<file path="src/rtl/ctrl_pkg.sv">
// ---------------------------------------------------------------------------
// ctrl_pkg
//   Shared types for the control-code issue path.
//   CODE_W       : width of one control code (bit0 -> x0 ... bit6 -> x6)
//   CTRL_REP_W   : default repeat-count width
//   ctrl_entry_t : one buffered code plus its extra-repeat count
//   seq_state_t  : output sequencer states
// ---------------------------------------------------------------------------
package ctrl_pkg;

   localparam int CODE_W     = 7;
   localparam int CTRL_REP_W = 4;

   typedef struct packed {
      logic [CODE_W-1:0]     code;
      logic [CTRL_REP_W-1:0] rep;
   } ctrl_entry_t;

   typedef enum logic [1:0] {
      EMPTY  = 2'd0,
      REPEAT = 2'd1,
      HOLD   = 2'd2
   } seq_state_t;

endpackage

</file>
<file path="src/rtl/ctrl_code_fifo.sv">
// ---------------------------------------------------------------------------
// ctrl_code_fifo
//   DEPTH x WIDTH synchronous FIFO with flush and an explicit occupancy count.
//   Ports:
//     clk, rst          : clock, asynchronous active-high reset
//     flush             : synchronous clear; overrides push and pop
//     push, wr_data     : write request and data (ignored when full)
//     pop               : read request (ignored when empty)
//     rd_data           : head entry, valid whenever !empty
//     full, empty       : status
//     level             : number of stored entries (0..DEPTH)
// ---------------------------------------------------------------------------
module ctrl_code_fifo #(
   parameter int DEPTH = 4,
   parameter int WIDTH = 11
) (
   input  logic                     clk,
   input  logic                     rst,
   input  logic                     flush,
   input  logic                     push,
   input  logic [WIDTH-1:0]         wr_data,
   input  logic                     pop,
   output logic [WIDTH-1:0]         rd_data,
   output logic                     full,
   output logic                     empty,
   output logic [$clog2(DEPTH):0]   level
);

   localparam int PTR_W = $clog2(DEPTH);
   localparam int LVL_W = PTR_W + 1;
   localparam logic [PTR_W-1:0] PTR_ONE = 1;
   localparam logic [LVL_W-1:0] LVL_ONE = 1;

   logic [WIDTH-1:0] mem [DEPTH];
   logic [PTR_W-1:0] wr_ptr_q, wr_ptr_d;
   logic [PTR_W-1:0] rd_ptr_q, rd_ptr_d;
   logic [LVL_W-1:0] level_q, level_d;
   logic             push_en, pop_en;

   assign full    = (level_q == LVL_W'(DEPTH));
   assign empty   = (level_q == '0);
   assign level   = level_q;
   assign rd_data = mem[rd_ptr_q];

   assign push_en = push && !full  && !flush;
   assign pop_en  = pop  && !empty && !flush;

   // Pointers wrap naturally at PTR_W bits; occupancy is tracked separately
   // so full and empty never need a pointer-compare trick.
   always_comb begin
      // NOTE: every always_comb output gets a default first so no path leaves
      // it unassigned, which is what keeps latches from being inferred.
      wr_ptr_d = wr_ptr_q;
      rd_ptr_d = rd_ptr_q;
      level_d  = level_q;
      if (flush) begin
         wr_ptr_d = '0;
         rd_ptr_d = '0;
         level_d  = '0;
      end else begin
         if (push_en) wr_ptr_d = wr_ptr_q + PTR_ONE;
         if (pop_en)  rd_ptr_d = rd_ptr_q + PTR_ONE;
         if (push_en && !pop_en)      level_d = level_q + LVL_ONE;
         else if (pop_en && !push_en) level_d = level_q - LVL_ONE;
      end
   end

   // NOTE: state flops use non-blocking assignments so every flop samples
   // the pre-edge values of the others, matching real hardware.
   always_ff @(posedge clk or posedge rst) begin
      if (rst) begin
         wr_ptr_q <= '0;
         rd_ptr_q <= '0;
         level_q  <= '0;
      end else begin
         wr_ptr_q <= wr_ptr_d;
         rd_ptr_q <= rd_ptr_d;
         level_q  <= level_d;
      end
   end

   // NOTE: the storage array has no reset; entries are only ever read after
   // being written, and leaving them unreset lets it map onto plain RAM.
   always_ff @(posedge clk) begin
      if (push_en) mem[wr_ptr_q] <= wr_data;
   end

endmodule

</file>
<file path="src/rtl/ctrl_code_sequencer.sv">
// ---------------------------------------------------------------------------
// ctrl_code_sequencer
//   Buffers 7-bit control codes tagged with a repeat count and issues each
//   code (rep+1) times over a valid/ready interface feeding decoder x0..x6.
//   Ports:
//     clk, rst                 : clock, asynchronous active-high reset
//     flush                    : drop buffered entries and the current issue
//     in_valid/in_ready        : producer handshake (in_ready = !full)
//     in_code, in_rep          : code and extra repetitions
//     code_valid/code_ready    : decoder-side handshake
//     code, code_last          : registered code; last repetition flag
//     level                    : FIFO occupancy (output register excluded)
//     issue_cnt                : accepted issues, wraps
// ---------------------------------------------------------------------------
module ctrl_code_sequencer
   import ctrl_pkg::*;
#(
   parameter int DEPTH = 4,
   parameter int REP_W = CTRL_REP_W,
   parameter int CNT_W = 16
) (
   input  logic                   clk,
   input  logic                   rst,
   input  logic                   flush,
   input  logic                   in_valid,
   output logic                   in_ready,
   input  logic [CODE_W-1:0]      in_code,
   input  logic [REP_W-1:0]       in_rep,
   output logic                   code_valid,
   input  logic                   code_ready,
   output logic [CODE_W-1:0]      code,
   output logic                   code_last,
   output logic [$clog2(DEPTH):0] level,
   output logic [CNT_W-1:0]       issue_cnt
);

   // Same layout as ctrl_entry_t, sized by this instance's REP_W.
   typedef struct packed {
      logic [CODE_W-1:0] code;
      logic [REP_W-1:0]  rep;
   } entry_t;

   localparam logic [REP_W-1:0] REP_ONE = 1;
   localparam logic [CNT_W-1:0] CNT_ONE = 1;

   entry_t     wr_entry, head;
   logic       fifo_full, fifo_empty;
   logic       accept, load;

   seq_state_t        state_q, state_d;
   logic [CODE_W-1:0] code_q, code_d;
   logic              code_valid_q, code_valid_d;
   logic              code_last_q, code_last_d;
   logic [REP_W-1:0]  rem_q, rem_d;
   logic [CNT_W-1:0]  issue_cnt_q, issue_cnt_d;

   assign wr_entry = '{code: in_code, rep: in_rep};

   ctrl_code_fifo #(
      .DEPTH (DEPTH),
      .WIDTH ($bits(entry_t))
   ) u_fifo (
      .clk     (clk),
      .rst     (rst),
      .flush   (flush),
      .push    (in_valid),
      .wr_data (wr_entry),
      .pop     (load),
      .rd_data (head),
      .full    (fifo_full),
      .empty   (fifo_empty),
      .level   (level)
   );

   assign in_ready   = !fifo_full;
   assign accept     = code_valid_q && code_ready;
   assign code_valid = code_valid_q;
   assign code       = code_q;
   assign code_last  = code_last_q;
   assign issue_cnt  = issue_cnt_q;

   always_comb begin
      state_d      = state_q;
      code_d       = code_q;
      code_valid_d = code_valid_q;
      code_last_d  = code_last_q;
      rem_d        = rem_q;
      load         = 1'b0;

      // Counts the accept even on a flush edge: that issue really happened.
      issue_cnt_d  = accept ? issue_cnt_q + CNT_ONE : issue_cnt_q;

      if (flush) begin
         state_d      = EMPTY;
         code_valid_d = 1'b0;
         code_last_d  = 1'b0;
         rem_d        = '0;
      end else begin
         unique case (state_q)
            EMPTY:  load = !fifo_empty;
            REPEAT: begin
               if (accept) begin
                  rem_d       = rem_q - REP_ONE;
                  code_last_d = (rem_q == REP_ONE);
                  if (rem_q == REP_ONE) state_d = HOLD;
               end
            end
            HOLD: begin
               if (accept) begin
                  if (!fifo_empty) begin
                     load = 1'b1;   // back-to-back, no bubble
                  end else begin
                     state_d      = EMPTY;
                     code_valid_d = 1'b0;
                     code_last_d  = 1'b0;
                  end
               end
            end
            default: state_d = EMPTY;
         endcase

         if (load) begin
            code_d       = head.code;
            rem_d        = head.rep;
            code_last_d  = (head.rep == '0);
            code_valid_d = 1'b1;
            state_d      = (head.rep == '0) ? HOLD : REPEAT;
         end
      end
   end

   always_ff @(posedge clk or posedge rst) begin
      if (rst) begin
         state_q      <= EMPTY;
         code_q       <= '0;
         code_valid_q <= 1'b0;
         code_last_q  <= 1'b0;
         rem_q        <= '0;
         issue_cnt_q  <= '0;
      end else begin
         state_q      <= state_d;
         code_q       <= code_d;
         code_valid_q <= code_valid_d;
         code_last_q  <= code_last_d;
         rem_q        <= rem_d;
         issue_cnt_q  <= issue_cnt_d;
      end
   end

endmodule

</file>
<file path="config.mk">
export PLATFORM = sky130hd
export DESIGN_NAME = ctrl_code_sequencer
export DESIGN_NICKNAME = d
export VERILOG_FILES = /design/src/rtl/ctrl_pkg.sv /design/src/rtl/ctrl_code_fifo.sv /design/src/rtl/ctrl_code_sequencer.sv
export SDC_FILE = /design/constraint.sdc
export NUM_CORES = 1
export LEC_CHECK = 0
export BUFFER_PORTS_ARGS = -buffer_cell sky130_fd_sc_hd__buf_2
export CORE_UTILIZATION = 30
export DETAILED_ROUTE_END_ITERATION = 6
export GPL_TIMING_DRIVEN = 0
export PLACE_DENSITY_LB_ADDON = 0.15
export SLEW_MARGIN = 0
export SYNTH_ARGS = -nofsm -noshare
export SYNTH_HDL_FRONTEND = slang
export SYNTH_SLANG_ARGS = --single-unit
</file>
<file path="constraint.sdc">
create_clock -name clk -period 3.09 [get_ports clk]
set_input_delay 0.309 -clock clk [delete_from_list [all_inputs] [get_ports clk]]
set_output_delay 0.309 -clock clk [all_outputs]
set_load 0.02 [all_outputs]
</file>
==> impl_metrics.toml, run 1 <==
[power]
ir_drop_v = 0.000302
power.density_mw_per_mm2 = 869
p_leak_nw = 1.76

[clock_tree]
clkLatencyLatePin_ps = 340
clockRootBuffer = "clkbuf_16"
cts.sinks = 82
cts_buffer_depth = 2
cts_setup_buffers = 0
cts_resized = 0
htree_levels = 3
path_clk_slew_ps = 70
cts_buffers = 9
cts_tree = "built"
ctsHoldBuffers = 0

[placed_design]
dp_cells = 435
pre_cts_ws_ps = 517
post-dp-hpwl_mm = 4.67
portBuffers = 44
gp_congestion = 0.753

[synth]
synth_cell_types = 45
avgSynthCellArea_um2 = 14.7
synth_edf_count = 44
synth_top_area_cell = "edfxtp_1"
synth_fp_nets = 275
yosysSeqAreaShare_pct = 62.4
syn_area_mm2 = 0.00364
async_flop_share_pct = 46.3
synth_area_leaders = "edfxtp_1 (36%), dfrtp_1 (26%), mux4_1 (5.0%), ha_1 (3.4%), mux2_2 (3.4%)"
synth_top_cell_area_share_pct = 36.3
synth-main-ff-cell = "edfxtp_1"
syn-instance-count = 248
ys_warn_count = 0
synth_seq_cells = 82

[cells_and_area]
fin_util_pct = 37.4
drive_gt1_share_pct = 28.6
layout.nets = 330
area_growth_pct = 19.2
n_antenna_cell = 0
layout.cells.non_filler = 451

[drt]
remaining_drc_errors = 6
wire_per_inst_um = 15.3
viasPerCell = 4.69
antenna_left = 0
drt_iter0_markers = 105
drt_pre_antenna_iters = 6
vias = 2117
drt-total-wl_mm = 6.89

[critical_path]
rr_endpoint = "u_fifo.level[2]"
start_kind = "flip-flop"
crit_path_top_delay_cell = "mux4_2"
worstSetupPathType = "reg -> reg"
r2r_cells = 9
worst_setup_path_end_kind = "flip-flop"
max_stage_delay_ps = 450
crit_top_cell = "nor2_1"
reg2reg_from = "state_q[0]"
cp.arrival_ps = 2900
worstPathMaxFanout = 7
worstPathRequired_ps = 3350
r2r_slack_ps = 450
cp_cell_sequence = "inv_1 > ha_1 > a31oi_1 > nor2_1 > nor3_1 > fa_1 > and2_1 > mux4_2 > nor2_1"

[sta]
skew_ps = 9.20
fin_hold_ws_ps = 127
finalSetupTns_ps = 0
slew_violations = 0
setup_viol = 0
rsz0062_at_grt = "false"
fin_crit_ps = 2640
fin_ws_ps = 449
period_share_pct = 85.5
slew_headroom_pct = 45.4
worst_slew_pin_slew_ps = 818
max_clock_freq_mhz = 379
hold_viol_final = 0

[job]
maxCapViolCount = 0

[min_path]
min_path_type = "in -> async"

[status]
violations = "DRC"
outcome = "finished with violations"

[die]
initial_core_util_pct = 31.4
die_x_um = 112
rows = 39
die-area_mm2 = 0.0126
dieHeight_um = 112
core-area_mm2 = 0.0116
ios = 45

[global_routing]
grt_overflow = 0
antenna_found_initial = 0
grt.total_usage_pct = 12.0
grt_pass1_wl_mm = 11.4
grt_max_degree = 39
grt_pass1_vias = 2179
-- placed cells by master, fill, tap and decap left out, types with 2 or more instances in the layout --
| cell type | count |
|---|---|
| and4_1 | 3 |
| and3_1 | 2 |
| buf_2 | 45 |
| or3b_2 | 2 |
| mux4_1 | 7 |
| inv_8 | 3 |
| ha_1 | 10 |
| inv_1 | 8 |
| edfxtp_1 | 44 |
| a21oi_1 | 4 |
| nand2_2 | 2 |
| a31oi_1 | 2 |
| mux2_2 | 11 |
| mux4_2 | 5 |
| mux2i_1 | 2 |
| nor3_1 | 7 |
| inv_6 | 2 |
| and2_1 | 6 |
| clkbuf_16 | 9 |
| nand3_1 | 8 |
| nand2_1 | 17 |
| nor2b_1 | 2 |
| a211oi_1 | 3 |
| xor2_1 | 10 |
| xnor2_1 | 12 |
| nand4_1 | 2 |
| dfrtp_1 | 38 |
| nor2_1 | 19 |
-- worst max-delay path by stage --
stage / from / endpoint / slack [ps] / cells past startpoint
after detailed placement: state_q[0] / u_fifo.level[2] / 520 / 9
after global routing: state_q[0] / u_fifo.level[2] / 260 / 9
final: state_q[0] / u_fifo.level[2] / 450 / 9
after CTS: state_q[0] / u_fifo.level[2] / 460 / 9
after global placement: state_q[0] / u_fifo.level[2] / 520 / 9
after floorplan: u_fifo.level[2] / u_fifo.level[2] / 630 / 7
-- synth_stat cells, types with 3 or more instances --
cell and number:
a211oi_1 3, and2_1 6, inv_1 9, dfrtp_1 38
edfxtp_1 44, ha_1 10, mux4_1 7, mux2_2 11
and4_1 3, nand3_1 8, xnor2_1 12, nand2_1 17
xor2_1 10, a21oi_1 4, nor3_1 7, mux4_2 5
nor2_1 19
-- per-stage QoR --
stage	power [W]	instance area [um2]
2_1_floorplan	0.00240	3640
3_3_place_gp	0.00273	4040
3_5_place_dp	0.00274	4040
4_1_cts	0.00382	4340
5_1_grt	0.00401	4340
6_report	0.00377	4340
-- routing by layer --
metal,part of all wire (%),global-route usage [%],up-vias
met5,0,0,-
met4,1.8,6.13,0
met3,4.1,2.75,10
met2,46,18.8,47
met1,48,15.6,1034
li1,-,-,1026
-- kinds of logic after synthesis --
kind of cell	count (synthesis)	share of synthesized area (%)
flops	82	62.4
simple gates	77	11.2
mux	25	12.1
xor+xnor	22	5.29
compound gates	17	3.13
buf+inv	14	1.96
fa+ha+maj	11	3.98
-- worst max-delay path, delay by kind of cell (launching register included) --
kind | cells | cell delay (ps)
adders and majority gates | 2 | 720
muxes | 1 | 450
DFF | 1 | 390
buffers and inverters | 1 | 80
and+or+nand+nor | 4 | 760
AOI/OAI and AO/OA | 1 | 160
-- final cells by class --
cell class | instances | area, um2
Buffer | 5 | 37.5
Multi-Input combinational cell | 152 | 1300
Sequential cell | 82 | 2270
Tap cell | 143 | 179
Clock buffer | 9 | 225
Clock inverter | 7 | 76.3
Inverter | 9 | 33.8
Fill cell | 1114 | 7270
Timing Repair Buffer | 44 | 220
-- state kept, by name, indices dropped and copies added (netlist names) --
| name | count |
|---|---|
| u_fifo.level | 3 |
| code_valid | 1 |
| state_q | 2 |
| u_fifo.wr_ptr_q | 2 |
| code | 7 |
| u_fifo.rd_ptr_q | 2 |
| u_fifo.mem | 44 |
| code_last | 1 |
| issue_cnt | 16 |
| rem_q | 4 |
-- power by group --
group / internal [W] / leakage (nW) / switching [W]
logic: 0.000537 / 0.716 / 0.000668
registers: 0.00134 / 0.896 / 0.000158
clock network: 0.000576 / 0.149 / 0.000493
(Power assumes the default switching activity.)
==> inputs of run 2 (changes only) <==
--- a/config.mk
+++ b/config.mk
@@ -9,6 +9,7 @@
 export CORE_UTILIZATION = 30
 export DETAILED_ROUTE_END_ITERATION = 6
 export GPL_TIMING_DRIVEN = 0
+export MAX_ROUTING_LAYER = met4
 export PLACE_DENSITY_LB_ADDON = 0.15
 export SLEW_MARGIN = 0
 export SYNTH_ARGS = -nofsm -noshare
==> run 2 against run 1 <==
The flow still finishes with violations (DRC). Die area unchanged. First-iteration DRC count decreased by 6.7%. Global-route usage increased by 0.37 points. Clock power about the same. Via count unchanged. Total power about the same. Non-clock buffer count unchanged. Sequential share of layout area unchanged. Clock skew about the same. Sequential cell count unchanged. Setup slack got worse by 5.9 ps. Critical endpoint unchanged.
==> impl_metrics.toml, run 2 (synthesis gave the netlist of run 1 again) <==
[drt]
vias = 2117
drt_pre_antenna_iters = 6
antenna_left = 0
drt_iter0_markers = 98
drt-total-wl_mm = 6.90
remaining_drc_errors = 6
viasPerCell = 4.69
wire_per_inst_um = 15.3

[sta]
rsz0062_at_grt = "false"
fin_crit_ps = 2650
slew_violations = 0
worst_slew_pin_slew_ps = 822
setup_viol = 0
period_share_pct = 85.7
finalSetupTns_ps = 0
hold_viol_final = 0
max_clock_freq_mhz = 378
skew_ps = 9.06
slew_headroom_pct = 45.1

[power]
seqPwrFrac_pct = 39.8
ir_drop_v = 0.000300
p_clk_share_pct = 28.3
p_switching_w = 0.00132
power.density_mw_per_mm2 = 870
combinationalPowerShare_pct = 31.9
sw_frac_of_total_pct = 35.0
p_leak_nw = 1.76
p_int_w = 0.00246

[global_routing]
grt_max_degree = 39
grt_overflow = 0
antenna_found_initial = 0
grt.total_usage_pct = 12.3
grt_pass1_wl_mm = 11.4
grt_pass1_vias = 2179

[cells_and_area]
area_growth_pct = 19.2
multi_input_area_mm2 = 0.00130
n_antenna_cell = 0
fillCellCount = 1114
regMostFlops = "u_fifo.mem"
seq_area_mm2 = 0.00227
final_cell_mix = "buf_2 (45), edfxtp_1 (44), dfrtp_1 (38)"
final_common_cell = "buf_2"
fin_util_pct = 37.4
layout.nets = 330
largest_register_ffs = 44
drive_gt1_share_pct = 28.6

[clock_tree]
clkLatencyLatePin_ps = 340
cts_buffer_depth = 2
htree_levels = 3
path_clk_slew_ps = 70
clockRootBuffer = "clkbuf_16"
cts.sinks = 82
cts_resized = 0
cts_tree = "built"
ctsHoldBuffers = 0
cts_buffers = 9
cts_setup_buffers = 0

[critical_path]
cp_cell_sequence = "inv_1 > ha_1 > a31oi_1 > nor2_1 > nor3_1 > fa_1 > and2_1 > mux4_2 > nor2_1"
r2r_cells = 9
crit_path_top_delay_cell = "mux4_2"
worst_setup_path_end_kind = "flip-flop"
start_kind = "flip-flop"
worstPathMaxFanout = 7
cp.arrival_ps = 2910
crit_top_cell = "nor2_1"
max_stage_delay_ps = 450
worstSetupPathType = "reg -> reg"
worstPathRequired_ps = 3350

[placed_design]
portBuffers = 44
post-dp-hpwl_mm = 4.67
gp_congestion = 0.763

[die]
rows = 39
initial_core_util_pct = 31.4
core-area_mm2 = 0.0116
dieHeight_um = 112
ios = 45
die_x_um = 112
die-area_mm2 = 0.0126

[min_path]
min_path_type = "in -> async"

[status]
violations = "DRC"
outcome = "finished with violations"

[job]
maxCapViolCount = 0
[run 2: routing by layer]
metal	wire length [um]	global-route usage [%]	vias to the layer above	share of wire, %
li1	-	-	1026	-
met1	3310	15.7	1041	48
met2	3230	18.8	42	47
met3	251	2.65	8	3.6
met4	102	6.13	0	1.5
met5	0	-	-	0
[run 2: worst paths after layout]
check,start,endpoint,slack [ps]
worst max-delay path,state_q[0],u_fifo.level[2],440
max in group asynchronous,rst,u_fifo.rd_ptr_q[1],2440
min in group clk,in_code[0],u_fifo.mem[1][4],180
worst min register to register,issue_cnt[15],issue_cnt[15],470
worst min-delay path,rst,issue_cnt[9],130
worst max register to register,state_q[0],u_fifo.level[2],440
[run 2: through the flow]
step,hold slack (ps),total power (W),setup slack [ps],std cells,instance area (um2)
floorplan,408,0.00240,632,248,3640
global placement,451,0.00273,519,435,4040
detailed placement,462,0.00274,517,435,4040
CTS,173,0.00382,460,451,4340
global route,177,0.00401,255,451,4340
finish,129,0.00378,443,451,4340
[run 2: area by class of cell]
cell class	instances	area share, %
buffer	5	0.864
clock buffer	9	5.19
clock inverter	7	1.76
inverter	9	0.778
multi-input combinational	152	29.9
sequential	82	52.3
tap	143	4.12
timing repair buffer	44	5.07
[run 2: power groups by stage]
stage          Clock [W]  Combinational, W  Sequential (W)
2_1_floorplan          0          0.000781         0.00162
3_3_place_gp           0           0.00121         0.00152
3_5_place_dp           0           0.00122         0.00153
4_1_cts          0.00109           0.00122         0.00151
5_1_grt          0.00114           0.00133         0.00153
6_report         0.00107           0.00121         0.00150
[run 2: critical path, delay by kind of cell (launching register included)]
kind            cells  cell delay [ps]
simple gates        4              760
fa+ha+maj           2              730
mux                 1              450
flops               1              390
compound gates      1              160
buf+inv             1               80
